### src/rtl/bus_xfer_ctrl_pkg.sv
// bus_xfer_ctrl_pkg
//   Shared definitions for the register-transfer sequencer: FSM state
//   encodings, default widths and the command legality check.
package bus_xfer_ctrl_pkg;

  localparam int DEF_NREG   = 4;
  localparam int DEF_SEL_W  = 3;
  localparam int DEF_DATA_W = 8;

  typedef enum logic [1:0] {
    ST_IDLE  = 2'b00,
    ST_DRIVE = 2'b01,
    ST_LOAD  = 2'b10
  } state_t;

  // A command is legal when the destination exists and, for a register
  // move, the source exists and differs from the destination.
  function automatic logic cmd_ok(input logic imm, input int unsigned src,
                                  input int unsigned dst, input int unsigned nreg);
    logic ok;
    ok = (dst < nreg);
    if (!imm) ok = ok && (src < nreg) && (src != dst);
    return ok;
  endfunction

endpackage

### src/rtl/bus_xfer_ctrl_if.sv
// bus_xfer_ctrl_if
//   Command handshake plus register-bank strobe bundle.
//   Handshake: a command transfers on a rising clk edge where
//   req_valid && req_ready are both high. req_ready is high only while the
//   controller is IDLE; req_* are don't-care whenever req_valid is low, and
//   req_* changes while req_ready is low have no effect.
//   modport slave  : controller side (bus_xfer_ctrl)
//   modport master : command issuer / register-bank side
interface bus_xfer_ctrl_if #(
  parameter int NREG   = 4,
  parameter int SEL_W  = 3,
  parameter int DATA_W = 8
) ();
  logic              req_valid;
  logic              req_ready;
  logic              req_imm;
  logic [SEL_W-1:0]  req_src;
  logic [SEL_W-1:0]  req_dst;
  logic [DATA_W-1:0] req_data;
  logic [NREG-1:0]   out_en;
  logic [NREG-1:0]   load_en;
  logic              imm_oe;
  logic [DATA_W-1:0] imm_bus;
  logic              done;
  logic              err;
  logic              busy;

  modport slave (
    input  req_valid, req_imm, req_src, req_dst, req_data,
    output req_ready, out_en, load_en, imm_oe, imm_bus, done, err, busy
  );

  modport master (
    output req_valid, req_imm, req_src, req_dst, req_data,
    input  req_ready, out_en, load_en, imm_oe, imm_bus, done, err, busy
  );
endinterface

### src/rtl/bus_xfer_ctrl_onehot_dec.sv
// onehot_dec
//   Index-to-one-hot decoder with enable.
//   idx : register index
//   en  : decode enable
//   oh  : one-hot result; all zero when en=0 or idx >= NREG
module onehot_dec #(
  parameter int SEL_W = 3,
  parameter int NREG  = 4
) (
  input  logic [SEL_W-1:0] idx,
  input  logic             en,
  output logic [NREG-1:0]  oh
);
  // Out-of-range indices match no bit position, so they decode to zero.
  always_comb begin
    oh = '0;
    for (int i = 0; i < NREG; i++) begin
      oh[i] = en && (idx == SEL_W'(i));
    end
  end
endmodule

### src/rtl/bus_xfer_ctrl.sv
// bus_xfer_ctrl
//   Sequences one register transfer at a time onto a shared bus:
//   DRIVE (source enabled, bus settles) -> LOAD (source held, destination
//   loads) -> IDLE with a one-cycle done pulse. Illegal commands produce a
//   one-cycle err pulse and no enables.
//   clk       : rising-edge clock shared with the register bank
//   reset_n   : asynchronous active-low reset
//   bus       : command handshake and strobe outputs (slave modport)
//   dbg_state : current FSM state
module bus_xfer_ctrl
  import bus_xfer_ctrl_pkg::*;
#(
  parameter int NREG   = DEF_NREG,
  parameter int SEL_W  = DEF_SEL_W,
  parameter int DATA_W = DEF_DATA_W
) (
  input  logic             clk,
  input  logic             reset_n,
  bus_xfer_ctrl_if.slave   bus,
  output state_t           dbg_state
);

  state_t            state;
  logic              rst_done;   // low until the first edge after reset release
  logic [NREG-1:0]   out_en_q;
  logic [NREG-1:0]   load_en_q;
  logic [NREG-1:0]   dst_oh_q;   // latched destination, applied in LOAD
  logic              imm_oe_q;
  logic [DATA_W-1:0] imm_bus_q;
  logic              done_q;
  logic              err_q;
  logic              busy_q;

  logic [NREG-1:0]   src_oh;
  logic [NREG-1:0]   dst_oh;
  logic              req_ready_w;
  logic              accept;
  logic              legal;

  onehot_dec #(.SEL_W(SEL_W), .NREG(NREG)) u_src_dec (
    .idx (bus.req_src),
    .en  (!bus.req_imm),
    .oh  (src_oh)
  );

  onehot_dec #(.SEL_W(SEL_W), .NREG(NREG)) u_dst_dec (
    .idx (bus.req_dst),
    .en  (1'b1),
    .oh  (dst_oh)
  );

  assign req_ready_w = rst_done && (state == ST_IDLE);
  assign accept      = bus.req_valid && req_ready_w;
  assign legal       = cmd_ok(bus.req_imm, 32'(bus.req_src), 32'(bus.req_dst), NREG);

  // Enables are decoded from the request at acceptance and registered, so
  // every strobe is a flop output and cannot glitch onto the bus.
  always_ff @(posedge clk or negedge reset_n) begin
    if (!reset_n) begin
      state     <= ST_IDLE;
      rst_done  <= 1'b0;
      out_en_q  <= '0;
      load_en_q <= '0;
      dst_oh_q  <= '0;
      imm_oe_q  <= 1'b0;
      imm_bus_q <= '0;
      done_q    <= 1'b0;
      err_q     <= 1'b0;
      busy_q    <= 1'b0;
    end else begin
      rst_done <= 1'b1;
      done_q   <= 1'b0;
      err_q    <= 1'b0;
      case (state)
        ST_IDLE: begin
          if (accept) begin
            if (legal) begin
              state     <= ST_DRIVE;
              busy_q    <= 1'b1;
              out_en_q  <= src_oh;
              imm_oe_q  <= bus.req_imm;
              imm_bus_q <= bus.req_imm ? bus.req_data : '0;
              dst_oh_q  <= dst_oh;
            end else begin
              err_q <= 1'b1;
            end
          end
        end
        ST_DRIVE: begin
          // Source has had a full cycle to settle; open the destination.
          state     <= ST_LOAD;
          load_en_q <= dst_oh_q;
        end
        ST_LOAD: begin
          // Destination captures on this edge; release everything together.
          state     <= ST_IDLE;
          busy_q    <= 1'b0;
          out_en_q  <= '0;
          load_en_q <= '0;
          imm_oe_q  <= 1'b0;
          imm_bus_q <= '0;
          done_q    <= 1'b1;
        end
        default: begin
          state     <= ST_IDLE;
          busy_q    <= 1'b0;
          out_en_q  <= '0;
          load_en_q <= '0;
          imm_oe_q  <= 1'b0;
          imm_bus_q <= '0;
        end
      endcase
    end
  end

  assign bus.req_ready = req_ready_w;
  assign bus.out_en    = out_en_q;
  assign bus.load_en   = load_en_q;
  assign bus.imm_oe    = imm_oe_q;
  assign bus.imm_bus   = imm_bus_q;
  assign bus.done      = done_q;
  assign bus.err       = err_q;
  assign bus.busy      = busy_q;
  assign dbg_state     = state;

endmodule
### src/flat_wrapper.sv
// flat-port wrapper written by rule: the top's interface ports become plain ports
module bus_xfer_ctrl_flat import bus_xfer_ctrl_pkg::*;
#(
  parameter int NREG   = DEF_NREG,
  parameter int SEL_W  = DEF_SEL_W,
  parameter int DATA_W = DEF_DATA_W
)
  (clk, reset_n, dbg_state, bus_req_valid, bus_req_imm, bus_req_src, bus_req_dst, bus_req_data, bus_req_ready, bus_out_en, bus_load_en, bus_imm_oe, bus_imm_bus, bus_done, bus_err, bus_busy);
  bus_xfer_ctrl_if #(.NREG(NREG), .SEL_W(SEL_W), .DATA_W(DATA_W)) bus_i ();
  input  logic clk;
  input  logic reset_n;
  output state_t dbg_state;
  input wire logic [$bits(bus_i.req_valid)-1:0] bus_req_valid;
  input wire logic [$bits(bus_i.req_imm)-1:0] bus_req_imm;
  input wire logic [$bits(bus_i.req_src)-1:0] bus_req_src;
  input wire logic [$bits(bus_i.req_dst)-1:0] bus_req_dst;
  input wire logic [$bits(bus_i.req_data)-1:0] bus_req_data;
  output wire logic [$bits(bus_i.req_ready)-1:0] bus_req_ready;
  output wire logic [$bits(bus_i.out_en)-1:0] bus_out_en;
  output wire logic [$bits(bus_i.load_en)-1:0] bus_load_en;
  output wire logic [$bits(bus_i.imm_oe)-1:0] bus_imm_oe;
  output wire logic [$bits(bus_i.imm_bus)-1:0] bus_imm_bus;
  output wire logic [$bits(bus_i.done)-1:0] bus_done;
  output wire logic [$bits(bus_i.err)-1:0] bus_err;
  output wire logic [$bits(bus_i.busy)-1:0] bus_busy;
  assign bus_i.req_valid = bus_req_valid;
  assign bus_i.req_imm = bus_req_imm;
  assign bus_i.req_src = bus_req_src;
  assign bus_i.req_dst = bus_req_dst;
  assign bus_i.req_data = bus_req_data;
  assign bus_req_ready = bus_i.req_ready;
  assign bus_out_en = bus_i.out_en;
  assign bus_load_en = bus_i.load_en;
  assign bus_imm_oe = bus_i.imm_oe;
  assign bus_imm_bus = bus_i.imm_bus;
  assign bus_done = bus_i.done;
  assign bus_err = bus_i.err;
  assign bus_busy = bus_i.busy;
  bus_xfer_ctrl #(.NREG(NREG), .SEL_W(SEL_W), .DATA_W(DATA_W)) u_core (.clk(clk), .reset_n(reset_n), .bus(bus_i), .dbg_state(dbg_state));
endmodule
### config.mk
export PLATFORM = sky130hd
export DESIGN_NAME = bus_xfer_ctrl_flat
export DESIGN_NICKNAME = d
export VERILOG_FILES = /design/src/rtl/bus_xfer_ctrl_pkg.sv /design/src/rtl/bus_xfer_ctrl_if.sv /design/src/rtl/bus_xfer_ctrl_onehot_dec.sv /design/src/rtl/bus_xfer_ctrl.sv /design/src/flat_wrapper.sv
export SDC_FILE = /design/constraint.sdc
export NUM_CORES = 1
export LEC_CHECK = 0
export ABC_AREA = 1
export CAP_MARGIN = 5
export CORE_MARGIN = 2
export CORE_UTILIZATION = 40
export DETAILED_ROUTE_END_ITERATION = 16
export PLACE_DENSITY = 0.72
export REMOVE_ABC_BUFFERS = 1
export SLEW_MARGIN = 20
export SYNTH_ARGS = -nofsm -noshare
export SYNTH_HDL_FRONTEND = slang
export SYNTH_HIERARCHICAL = 1
export SYNTH_SLANG_ARGS = --single-unit
### constraint.sdc
create_clock -name clk -period 3.57 [get_ports clk]
set_clock_uncertainty 0.15 [all_clocks]
set_input_delay 0.5355 -clock clk [delete_from_list [all_inputs] [get_ports clk]]
set_output_delay 0.5355 -clock clk [all_outputs]
set_load 0.01 [all_outputs]
After elaboration in Yosys (flattened, before gate mapping)
Index checks and enable logic that the tools add are counted.
Storage, ports and cells
  word-level logic and storage cells: 61
  output and inout bits: 23
  flip-flop bits (word level): 27
Operators by class
  bitwise logic cells: 1
  multiplexer cells: 22
  equal/unequal tests: 11
  reduce and logical (&&, ||, !) cells: 15
  magnitude comparators: 2
Operator list (number)
  8-bit two-way mux: 3
  4-bit case mux with 2 select lines: 2
  8-bit case mux with 2 select lines: 1
  3-bit by 2-bit equality test with 1-bit output (second input constant): 4
  1-bit two-way mux: 9
  1-bit logical AND: 8
  4-bit two-way mux: 2
  3-bit by 1-bit equality test with 1-bit output (second input constant): 2
  3-bit logical NOT: 2
  3-bit less-than comparator (second input constant): 2
  3-bit AND reduction: 2
  2-bit two-way mux: 2
  2-bit by 1-bit != test with 1-bit output (second input constant): 2
  1-bit case mux with 2 select lines: 2
  2-bit case mux with 2 select lines: 1
  3-bit != test: 1
  2-bit by 1-bit equality test with 1-bit output (second input constant): 1
  2-bit equality test (second input constant): 1
  2-bit logical NOT: 1
  2-bit AND reduction: 1
  1-bit logical NOT: 1
  1-bit NOT: 1

Logic depth before layout (Yosys ltp)
  depth after elaboration: 7
  depth in mapped cells: 11
  gate-level depth less buffers: 10

Hierarchy
The synthesis kept the hierarchy.
Modules (own cells, without submodules)
  bus_xfer_ctrl: area each 1275.0 µm², cells an instance 144, instances 1, sequential area each 675.6 µm²
  onehot_dec: area each 47.5 µm², cells an instance 12, instances 2, sequential area each 0.0 µm²

Least setup slack after synthesis
Ideal clock, no wire load.
  path kind: input to register
  start: in bus_req_src[2]
  end: reg u_core.imm_oe_q (netlist: u_core/bus.imm_oe)
  slack: 1.827 ns
  cell stages on the path: 10
  arrival time: 1.527 ns
  buffers on the path: 1
  setup time: 0.066 ns
  path through: inv_1 > ha_1 > inv_1 > nand3_1 > nand2_1 > nand3_2 > nand3_4 > buf_6 > nand2_2 > nand2_1
Between the ends
  longest elaborated chain between the ends: 6
  elaborated cells on any way between the ends: 7
  those cells by class: 1 x order compare; 2 x eq/ne; 1 x mux; 3 x reduce/logical
Ends and longest elaborated chain
  from (decl): RTL line flat_wrapper.sv:15  | input wire logic [$bits(bus_i.req_src)-1:0] bus_req_src;
  3-bit less-than comparator: RTL line bus_xfer_ctrl_pkg.sv:22  | if (!imm) ok = ok && (src < nreg) && (src != dst);
  1-bit logical AND: RTL line bus_xfer_ctrl_pkg.sv:22
  1-bit logical AND (*): RTL line bus_xfer_ctrl_pkg.sv:22
  1-bit two-way mux (*): RTL line bus_xfer_ctrl_pkg.sv:22
  2-bit by 1-bit != test with 1-bit output (no source line) (*)
  3-bit AND reduction (no source line) (*)
  to (signal assigned): RTL line bus_xfer_ctrl.sv:81  | imm_oe_q <= bus.req_imm;
  to (decl): RTL line bus_xfer_ctrl.sv:28  | logic imm_oe_q;
Mark *: on every way between the ends. The rest lies on a longest branch, timed or not.
A chain may end at the register's enable or synchronous reset.

Final worst setup path
  start: reg u_core.state[0] (netlist: u_core/dbg_state[0])
  end: out bus_req_ready
Between the ends
  longest elaborated chain between the ends: 2
Ends and longest elaborated chain
  from (decl): RTL line bus_xfer_ctrl.sv:23  | state_t state;
  from (signal assigned): RTL line bus_xfer_ctrl.sv:60  | state <= ST_IDLE;
  from (signal assigned): RTL line bus_xfer_ctrl.sv:78  | state <= ST_DRIVE;
  from (signal assigned): RTL line bus_xfer_ctrl.sv:91  | state <= ST_LOAD;
  2-bit logical NOT: RTL line bus_xfer_ctrl.sv:52  | assign req_ready_w = rst_done && (state == ST_IDLE);
  1-bit logical AND: RTL line bus_xfer_ctrl.sv:52
  to (decl): RTL line flat_wrapper.sv:18  | output wire logic [$bits(bus_i.req_ready)-1:0] bus_req_ready;
Every way passes these cells.

==> impl_metrics.xml <==
<?xml version="1.0" encoding="UTF-8"?>
<metrics>
  <group name="drt">
    <metric name="first_iter_violations" unit="">21</metric>
    <metric name="postRouteAntennaNets" unit="">0</metric>
    <metric name="drt_pre_antenna_iters" unit="">4</metric>
    <metric name="num_vias" unit="">1129</metric>
    <metric name="avgViaCountPerCell" unit="">4.410</metric>
    <metric name="detailed_route_wire_length_per_cell" unit="um">10.29</metric>
    <metric name="wl" unit="um">2634</metric>
    <metric name="number_of_remaining_drc_errors" unit="">0</metric>
  </group>
  <group name="floorplan">
    <metric name="num_io_pins" unit="">41</metric>
    <metric name="row_count" unit="">21</metric>
    <metric name="start_util" unit="%">41.38</metric>
    <metric name="fp.dieArea" unit="um^2">3909</metric>
    <metric name="floorplan.core_area" unit="um^2">3311</metric>
    <metric name="die_width" unit="um">62.53</metric>
    <metric name="die_h" unit="um">62.53</metric>
  </group>
  <group name="grt">
    <metric name="antenna_found_initial" unit="">0</metric>
    <metric name="overflow" unit="">0</metric>
    <metric name="grt_pass1_vias" unit="">1061</metric>
    <metric name="grt_pass1_wl" unit="um">4547</metric>
    <metric name="grt_start_max_net_pins" unit="">28</metric>
    <metric name="grt_use_total" unit="%">14.25</metric>
  </group>
  <group name="yosys">
    <metric name="postSynthCellCount" unit="">168</metric>
    <metric name="post-synth-top-area-fraction" unit="%">49.32</metric>
    <metric name="ys_top_cells_by_area" unit="">dfrtp_1 49%, nand2_1 16%, nand2_2 5.9%</metric>
    <metric name="synth_top_cell_by_area" unit="">dfrtp_1</metric>
    <metric name="ys.warnings.count" unit="">6</metric>
    <metric name="ys_types" unit="">20</metric>
    <metric name="seq_area_frac_synth" unit="%">49.32</metric>
    <metric name="synth.cell_area" unit="um^2">1370</metric>
    <metric name="synth-seq-cells" unit="">27</metric>
    <metric name="syn-mean-instance-area" unit="um^2">8.155</metric>
  </group>
  <group name="timing">
    <metric name="timing.hold.ws" unit="ns">0.3499</metric>
    <metric name="timing_max_transition_violations_final" unit="">0</metric>
    <metric name="min_period" unit="ns">2.464</metric>
    <metric name="grt_setup_unrepaired" unit="">no</metric>
    <metric name="hold_viol_final" unit="">0</metric>
    <metric name="achievable-frequency" unit="GHz">0.4059</metric>
    <metric name="fin_setup_tns" unit="ns">0</metric>
    <metric name="timing.final.setup_violations" unit="">0</metric>
    <metric name="timing.final.crit_share" unit="%">69.01</metric>
  </group>
  <group name="critical_path">
    <metric name="worst_r2r_endpoint" unit="">u_core/bus.out_en[1]</metric>
    <metric name="worst-r2r-cell-count" unit="">8</metric>
    <metric name="r2r-start" unit="">u_core/dbg_state[0]</metric>
    <metric name="r2r_setup_slack" unit="ns">1.82</metric>
    <metric name="timing.critical_path.from_type" unit="">flip-flop</metric>
    <metric name="critPathArrivalTime" unit="ns">1.78</metric>
    <metric name="setup.worst_path.end_class" unit="">output port</metric>
    <metric name="timing_worst_setup_path_type" unit="">reg2out</metric>
    <metric name="crit_required" unit="ns">2.88</metric>
    <metric name="worstPathMaxFanout" unit="">9</metric>
  </group>
  <group name="clock_network">
    <metric name="cts_buffer_depth" unit="">2</metric>
    <metric name="post-cts-setup-buffer-count" unit="">0</metric>
    <metric name="cts_hold_buf" unit="">0</metric>
    <metric name="ctsHtreeMaxLevel" unit="">1</metric>
    <metric name="cts_buffers" unit="">3</metric>
    <metric name="cts_tree" unit="">yes</metric>
    <metric name="cts.sink_count" unit="">27</metric>
    <metric name="clockRootBuffer" unit="">clkbuf_4</metric>
    <metric name="worst_setup_hold_path_clk_slew" unit="ns">0.14</metric>
    <metric name="clkLatencyLatePin" unit="ns">0.31</metric>
    <metric name="cts_resized" unit="">0</metric>
  </group>
  <group name="power_and_ir_drop">
    <metric name="leakage" unit="uW">0.0009593</metric>
    <metric name="p_per_cell_area" unit="nW/um^2">375.0</metric>
    <metric name="irDropWorstVdd" unit="uV">130.5</metric>
    <metric name="p_total" unit="uW">688.9</metric>
  </group>
  <group name="finish">
    <metric name="commonest_cells_after_routing_fill_and_taps_aside" unit="">58 x nand2_1, 40 x clkdlybuf4s50_1, 27 x dfrtp_1, 20 x inv_1, 19 x nor2_1</metric>
    <metric name="layout.cells.most_common" unit="">nand2_1</metric>
    <metric name="insertedDiodeCount" unit="">0</metric>
    <metric name="final_layout_size_suffix_gt1_share" unit="%">12.86</metric>
    <metric name="nNetsFinal" unit="">230</metric>
    <metric name="area_delta_synth_final" unit="%">34.06</metric>
  </group>
  <group name="placed_design">
    <metric name="buffer_ports.inserted" unit="">40</metric>
    <metric name="dp_hpwl" unit="um">2040</metric>
    <metric name="finalWeightedCongestion" unit="">0.7650</metric>
  </group>
  <group name="hold_path">
    <metric name="min_to" unit="">u_core/bus.imm_bus[0]</metric>
    <metric name="timing.hold.worst.start" unit="">u_core/bus.imm_bus[0]</metric>
    <metric name="hp-class" unit="">reg2reg</metric>
    <metric name="number_of_cells_traversed_by_the_worst_hold_path" unit="">2</metric>
  </group>
  <group name="run">
    <metric name="maxCapViolations" unit="">0</metric>
  </group>
  <group name="outcome">
    <metric name="status" unit="">finished, final reports clean</metric>
  </group>
</metrics>
[through the flow]
stage          std cells  cell area, um^2  util [%]  worst slack (ns)
3_3_place_gp         252             1809     54.65             1.230
4_1_cts              256             1837     55.48             1.083
6_report             256             1837     55.48             1.106
5_1_grt              256             1837     55.48             1.016
2_1_floorplan        165             1344         -             1.847
3_5_place_dp         252             1809     54.65             1.203
[cells in the mapped netlist]
library cell	instances
nand3_1	1
inv_2	2
nand2_1	58
nand2_4	2
buf_6	2
inv_4	1
clkbuf_1	2
nand3_4	1
ha_1	1
a22o_1	2
nand4_1	9
nand2_2	13
inv_1	20
o21ai_0	2
o21ai_1	2
nand3_2	1
nor2_8	2
nor2_1	19
conb_1	1
dfrtp_1	27
[critical path, cell delays in order, from the launching register on]
cell and delay [ns]:
dfrtp_1 0.49, nor2_8 0.23, inv_4 0.10, nor2_8 0.10, clkdlybuf4s50_1 0.54
[sequential cells by signal (all words and copies together), names as in the netlist]
name and flops:
u_core/bus.busy 1, u_core/bus.done 1, u_core/bus.load_en 4, u_core/bus.out_en 4
u_core/dbg_state 2, u_core/rst_done 1, u_core/bus.err 1, u_core/bus.imm_oe 1
u_core/dst_oh_q 4, u_core/bus.imm_bus 8
[cell type report]
| type | count | area [um^2] |
|---|---|---|
| Timing Repair Buffer | 41 | 407.9 |
| Clock buffer | 3 | 22.52 |
| Tap cell | 46 | 57.56 |
| Inverter | 23 | 88.84 |
| Clock inverter | 1 | 5.005 |
| Multi-Input combinational cell | 115 | 579.3 |
| Fill cell | 324 | 1474 |
| Sequential cell | 27 | 675.6 |
[routing by layer]
layer	wire, um	part of all wire, %	track usage (%)	vias up
met1	1221	46	18.07	507
met5	0	0	0	-
met4	27	1.0	5.833	0
met2	1288	49	24.87	24
li1	-	-	-	596
met3	96	3.6	1.441	2
[cell families after synthesis]
kind of cell	share of synthesized area, %
adders and majority gates	0.9131
and+or+nand+nor	38.08
other	0.2737
DFF	49.32
buffers and inverters	8.676
AOI/OAI and AO/OA	2.740
[worst max-delay path by stage]
stage | startpoint | end | slack [ns] | cells past startpoint
finish | u_core/dbg_state[0] | bus_req_ready | 1.11 | 4
global route | u_core/dbg_state[0] | bus_req_ready | 1.02 | 4
CTS | u_core/dbg_state[0] | bus_req_ready | 1.08 | 4
detailed placement | bus_req_dst[2] | u_core/bus.out_en[1] | 1.20 | 10
global placement | bus_req_imm | u_core/bus.imm_oe | 1.23 | 6
floorplan | bus_req_dst[2] | u_core/bus.imm_bus[0] | 1.85 | 9
[where the power goes]
group | switching [uW] | total [uW] | internal (uW)
Combinational | 93.2 | 197 | 104
Sequential | 23.9 | 366 | 342
Clock | 83.9 | 126 | 41.9
Total | 201 | 689 | 488
(Power assumes the default switching activity.)
==> variant: new RTL, same flow settings <==
Put one more register stage on the output `dbg_state`. The value now appears one clock later. The other outputs are not delayed to match.
--- a/src/rtl/bus_xfer_ctrl.sv
+++ b/src/rtl/bus_xfer_ctrl.sv
@@ -121,6 +121,8 @@
   assign bus.done      = done_q;
   assign bus.err       = err_q;
   assign bus.busy      = busy_q;
-  assign dbg_state     = state;
+  always_ff @(posedge clk) begin
+    dbg_state <= state;
+  end
 
 endmodule
Formal check against the unedited RTL: not equivalent (Yosys sat finds a counterexample within 4 cycles, from zero or initial values and one cycle with reset_n low).
==> variant against the unedited design <==
Sequential cell count grew 2; critical path depth stayed put; worst setup slack better by 28 ps; highest routed layer unchanged; wire length grew 1.7%; cell area is 5.5% higher; area after synthesis increased by 2.7%; utilization grew 2.1 points; critical path type unchanged; total power increased by 24%; count of clock-buffer cells in the layout rose by 4; final cell count increased by 2.3%.
==> variant: results (changes against the unedited design) <==
Placed Instances=254 (was 252); Post-DP HPWL=1.99 mm (was 2.04 mm); Pleak=1.01 nW (was 0.959 nW); total track usage=15.3% (was 14.3%); Synth area leaders=dfrtp_1, nand2_1, nand2_2, inv_1, nor2_1 (unchanged); Avg Cell Area, Syn=8.33 µm² (was 8.16 µm²); sequential logic power=0.386 mW (was 0.366 mW); Num CTS Buffers=5 (was 3); first-pass GRT wire length=4.71 mm (was 4.55 mm); pre-CTS setup slack=1190 ps (was 1200 ps); register area share after synthesis=50.8% (was 49.3%); synth cell count leaders=nand2_1, dfrtp_1, inv_1, nor2_1, nand2_2 (was nand2_1, dfrtp_1, inv_1); Adder-Cell Fraction of Synth Area=0.889% (was 0.913%); Buffers, non-clock=42 (was 41); min-delay src=u_core/bus.imm_bus[1] (was u_core/bus.imm_bus[0]); H-tree depth=2 (was 1); status=finished clean (unchanged); clock sinks=29 (was 27); Reg-to-Reg Start=u_core/state[0] (was u_core/dbg_state[0]); Final Total Pwr=0.855 mW (was 0.689 mW); Total Die Area=4010 µm² (was 3910 µm²); nets@finish=234 (was 230); Sw Share=26.0% (was 29.2%); Post-Layout Cell Count=262 (was 256); vias in the first global route=1014 (was 1061); Clock Latency Late Sink=330 ps (was 310 ps); Hold WS=333 ps (was 350 ps); Routed WL=2.68 mm (was 2.63 mm); share of layout cells above drive strength 1=14.4% (was 12.9%); Gate power share=22.6% (was 28.7%); Syn-to-layout area delta=37.7% (was 34.1%); Yosys cell types=22 (was 20); placed inst area=1850 µm² (was 1810 µm²); fraction of area in registers=36.9% (was 36.8%); Max Freq=411 MHz (was 406 MHz); clk_buf instances=7 (was 3); Synth Area in Compound Gates=2.58% (was 2.74%); VDD IR max=0.146 mV (was 0.131 mV); Signal buf overhead=21.4% (was 22.2%); RePlAce Congestion=0.776 (was 0.765); via/cell ratio=4.43 (was 4.41)
variant: path summary, 6_finish.rpt:
check                                        end  depth (start not counted)
max                                bus_req_ready                          4
min                        u_core/bus.imm_bus[1]                          2
max reg2reg                 u_core/bus.out_en[0]                          8
min reg2reg                u_core/bus.imm_bus[1]                          2
max in group asynchronous  u_core/bus.imm_bus[5]                          2
min in group asynchronous        u_core/rst_done                          2
variant: cell families after synthesis:
group | count (synthesis)
AO/OA/AOI/OAI | 5
adder cells (fa/ha/maj) | 1
buffers and inverters | 26
flip-flops | 29
other | 1
AND/OR/NAND/NOR | 107
variant: worst register-to-register path: stages, from the launching register on:
cell	delay, ps
dfrtp_1	460
nor2_8	220
inv_4	100
nor2_8	100
nand2_4	70
nand2_4	120
nand3_4	210
nand2_1	140
nand2_1	50
variant: metal layers:
layer  share of wire [%]  GRT usage, %
met2                  44          21.3
met4                 3.0          9.78
met3                 5.9          4.29
met1                  47          20.9
met5                   0             0
